**config.mk**
```make
export PLATFORM = sky130hd
export DESIGN_NAME = clkgen_decoder_3_8
export DESIGN_NICKNAME = d
export VERILOG_FILES = /design/src/rtl/clkgen_decoder_3_8.sv
export SDC_FILE = /design/constraint.sdc
export NUM_CORES = 1
export LEC_CHECK = 0
export ABC_AREA = 1
export BUFFER_PORTS_ARGS = -buffer_cell sky130_fd_sc_hd__buf_2
export CORE_MARGIN = 2
export CORE_UTILIZATION = 47
export CTS_BUF_LIST = sky130_fd_sc_hd__clkbuf_16
export CTS_CLUSTER_SIZE = 40
export DETAILED_ROUTE_END_ITERATION = 7
export PLACE_DENSITY = 0.88
export RECOVER_POWER = 100
export REMOVE_ABC_BUFFERS = 1
export SKIP_CTS_REPAIR_TIMING = 1
export SLEW_MARGIN = 0
export SYNTH_ARGS = -nofsm -noshare
export SYNTH_HDL_FRONTEND = slang
export SYNTH_SLANG_ARGS = --single-unit
```
**constraint.sdc**
```tcl
create_clock -name clka -period 2.16 [get_ports clka]
set_input_delay 0.108 -clock clka [delete_from_list [all_inputs] [get_ports clka]]
set_output_delay 0.108 -clock clka [all_outputs]
set_load 0.02 [all_outputs]
```
**src/rtl/clkgen_decoder_3_8.sv**
```systemverilog
// ---------------------------------------------------------------------------
// clkgen_decoder_3_8
//
// Combined utility block with two independent halves:
//   * a 3-to-8 one-hot decoder with active-high enable. The decoder has a
//     combinational output and a copy registered on clka.
//   * a clock unit. It forwards clka and samples the half-rate companion
//     clock clkb as ordinary data in the clka domain. From the sampled value
//     it produces one-cycle rise/fall pulses and counts rising edges.
//
// Parameters
//   CNT_W      width of the clkb rising-edge counter (wraps, no saturation)
//
// Ports
//   clka       in   system clock, every flop uses its rising edge
//   rst_n      in   asynchronous active-low reset
//   clkb       in   companion clock, treated as data
//   E          in   decoder enable, active-high
//   In[2:0]    in   decoder select
//   Out[7:0]   out  combinational one-hot decode (zero when E=0)
//   Out_q[7:0] out  Out registered on clka
//   clka_out   out  clka forwarded with no logic in the path
//   clkb_out   out  clkb sampled on clka
//   clkb_rise  out  one-cycle pulse when the sampled clkb goes 0->1
//   clkb_fall  out  one-cycle pulse when the sampled clkb goes 1->0
//   clkb_cnt   out  number of clkb rising edges seen, modulo 2**CNT_W
// ---------------------------------------------------------------------------
module clkgen_decoder_3_8 #(
    parameter int CNT_W = 8
) (
    input  logic             clka,
    input  logic             rst_n,
    input  logic             clkb,
    input  logic             E,
    input  logic [2:0]       In,
    output logic [7:0]       Out,
    output logic [7:0]       Out_q,
    output logic             clka_out,
    output logic             clkb_out,
    output logic             clkb_rise,
    output logic             clkb_fall,
    output logic [CNT_W-1:0] clkb_cnt
);

    logic [7:0]       out_q_q;
    logic             clkb_q;
    logic             clkb_prev_q;
    logic [CNT_W-1:0] cnt_q;
    logic [CNT_W-1:0] cnt_d;

    // ------------------------------------------------------------------
    // Decoder: purely combinational, independent of clock and reset.
    // ------------------------------------------------------------------
    always_comb begin
        // NOTE: assign a default before any conditional write so no path
        // leaves Out unassigned; otherwise synthesis infers a latch.
        Out = 8'h00;
        if (E) begin
            Out[In] = 1'b1;
        end
    end

    // The forwarded clock is a plain wire so it carries no extra skew.
    // Reset does not gate it.
    assign clka_out = clka;

    // ------------------------------------------------------------------
    // Edge detection on the sampled companion clock. Both pulses come only
    // from flops, so each lasts exactly one clka cycle. The two pulses can
    // never be high together.
    // ------------------------------------------------------------------
    assign clkb_rise = clkb_q & ~clkb_prev_q;
    assign clkb_fall = ~clkb_q & clkb_prev_q;

    // The counter advances in the cycle after the rise pulse is visible.
    // It wraps to zero on overflow.
    always_comb begin
        cnt_d = cnt_q;
        if (clkb_rise) begin
            cnt_d = cnt_q + CNT_W'(1);
        end
    end

    // A single sampling flop is enough here. clkb only changes away from
    // rising edges of clka, so no synchroniser chain is needed.
    always_ff @(posedge clka or negedge rst_n) begin
        if (!rst_n) begin
            out_q_q     <= 8'h00;
            clkb_q      <= 1'b0;
            clkb_prev_q <= 1'b0;
            cnt_q       <= '0;
        end else begin
            // NOTE: non-blocking assignments make every flop sample the
            // pre-edge value of the others. clkb_prev_q therefore gets the
            // old clkb_q, not the value being loaded in this same edge.
            out_q_q     <= Out;
            clkb_q      <= clkb;
            clkb_prev_q <= clkb_q;
            cnt_q       <= cnt_d;
        end
    end

    assign Out_q    = out_q_q;
    assign clkb_out = clkb_q;
    assign clkb_cnt = cnt_q;

endmodule

```
==> metrics.cfg <==
[clocking]
path_clk_slew_ns=0.05
clk_latency_ns=0.36
cts_tree=built

[sta]
slew_headroom_pct=38.6
skew_ns=0.00259
final-setup-viol-count=0
rsz0062_at_grt=false
maxSlewViolCount=0
holdWs_ns=0.0253
tns_ns=0
worst_pin_slew_ns=0.921
hold_viol_final=0

[hold_path]
whs_endpoint=Out_q[7]
hold_class=input port to flop
hp-start=In[1]
holdPathStages=3

[layout]
fin_cells=136
regArea_um2=450
drive_gt1_share_pct=9.17
post-route-util_pct=69.7
fillers=143
nets=129
syn2layout_area_growth_pct=40.3
n_antenna_cell=0
final_common_cell=clkbuf_1
final_cell_mix=clkbuf_1 (31), nand2_1 (24), dfrtp_1 (18)
multi_input_area_um2=213

[floorplanning]
die_h_um=43.7
core_um2=1490
design.portCount=35
die_area_um2=1910
start_util_pct=49.7
die_x_um=43.7
rows=14

[critical_path]
critPathKind=clock port to primary output
slowest_delay_ns=0.16
crit_required_ns=2.05
start_kind=clock port
cp_slowest_cell=clkbuf_1
cp_cell_sequence=clkbuf_16 > clkbuf_16 > clkbuf_1
critPathTopFamily=buffers and inverters
arrival_ns=1.49
r2r_setup_slack_ns=0.92
critPathMostFrequentCell=clkbuf_16
cp_max_fo=2
cp-end-kind=primary output
worst-r2r-cell-count=6
r2r-start=clkb_cnt[0]
timing.rr.end=clkb_cnt[6]
crit_buf_inv=3

[detailed_routing]
drt_iter0_markers=4
vias=646
wire_per_inst_um=11.7
drt_wl_total_um=1590
drt_drc_violations_left=0
dr.pass1.iters=4
drtAntennaViolNets=0
viasPerCell=4.75

[yosys]
syn_area_per_cell_um2=9.48
synthesis.area_um2=739
yosysSeqAreaShare_pct=60.9
synthesis.instances=78
ys_seq_elements=18
synth.distinct_cells=12
synth_warnings=0

[power_and_ir_drop]
p_total_uw=1350
p_per_area_nw_per_um2=1300
p_leak_uw=0.000548
peakVddDrop_mv=0.990

[global_route]
gr-usage-all-layers_pct=21.1
grt_pass1_wl_um=2660
grt_overflow=0
grt_antenna_before_repair=0
grt_pass1_vias=663
grt_max_degree=19

[status]
status=finished, final reports clean

[placed_design]
hpwlAfterDp_um=1120
gp_congestion=0.752
portBuffers=34
place_inst=127

[flow_run]
maxCapViolations=0

## metrics by stage
step | cell area, um2 | worst slack (ns)
2_1_floorplan | 732 | 0.961
3_3_place_gp | 922 | 0.837
3_5_place_dp | 922 | 0.837
5_1_grt | 1040 | 0.558
6_report | 1040 | 0.562
4_1_cts | 1080 | 0.567
## cell families after synthesis
logic type	synth area share (%)
adders and majority gates	1.69
DFF	60.9
and+or+nand+nor	25.0
xor gates and xnor gates	4.74
buffers and inverters	7.61
## power breakdown
part           internal, uW  switching (uW)
combinational          71.0             145
clock                   490             196
sequential              389            61.5
total                   950             403
## Yosys cell counts, drive strengths merged
cell type / n / area, um2
dfrtp: 18 / 450
xor2: 2 / 17.5
inv: 13 / 48.8
ha: 1 / 12.5
xnor2: 2 / 17.5
buf: 1 / 7.51
nor2: 12 / 60.1
nand2: 24 / 90.1
nand3: 5 / 35.0
## flip-flops by register name, indices dropped and copies added, names as in the netlist
name         flops
clkb_prev_q      1
clkb_out         1
clkb_cnt         8
Out_q            8
## routing by layer
metal | vias up | GRT usage (%) | routed length (um)
li1 | 312 | - | -
met1 | 300 | 16.8 | 556
met2 | 28 | 35.9 | 860
met3 | 6 | 7.50 | 119
met4 | 0 | 24.2 | 55
met5 | - | 0 | 0
## cell type report
class                   instances  area share, %
inverters                      13           4.70
multi-input cells              46           20.5
flip-flops and latches         18           43.4
repair buffers                 35           14.2
clock inverters                 1          0.362
well taps                      16           1.93
clock buffers                   7           14.8
## tightest hold or removal path, cell delays in order
cell and delay [ns]:
clkbuf_1 0.10, nand2_1 0.08, nor2_1 0.05
## how the worst max path moves through the flow
stage / depth (start not counted) / slack (ns) / from / endpoint
6_report: 3 / 0.56 / clka / clka_out
3_5_place_dp: 1 / 0.84 / clka / clka_out
4_1_cts: 3 / 0.57 / clka / clka_out
5_1_grt: 3 / 0.56 / clka / clka_out
2_1_floorplan: 6 / 0.96 / clkb_cnt[0] / clkb_cnt[6]
3_3_place_gp: 1 / 0.84 / clka / clka_out
No activity file was read; power rests on OpenSTA's default activity.
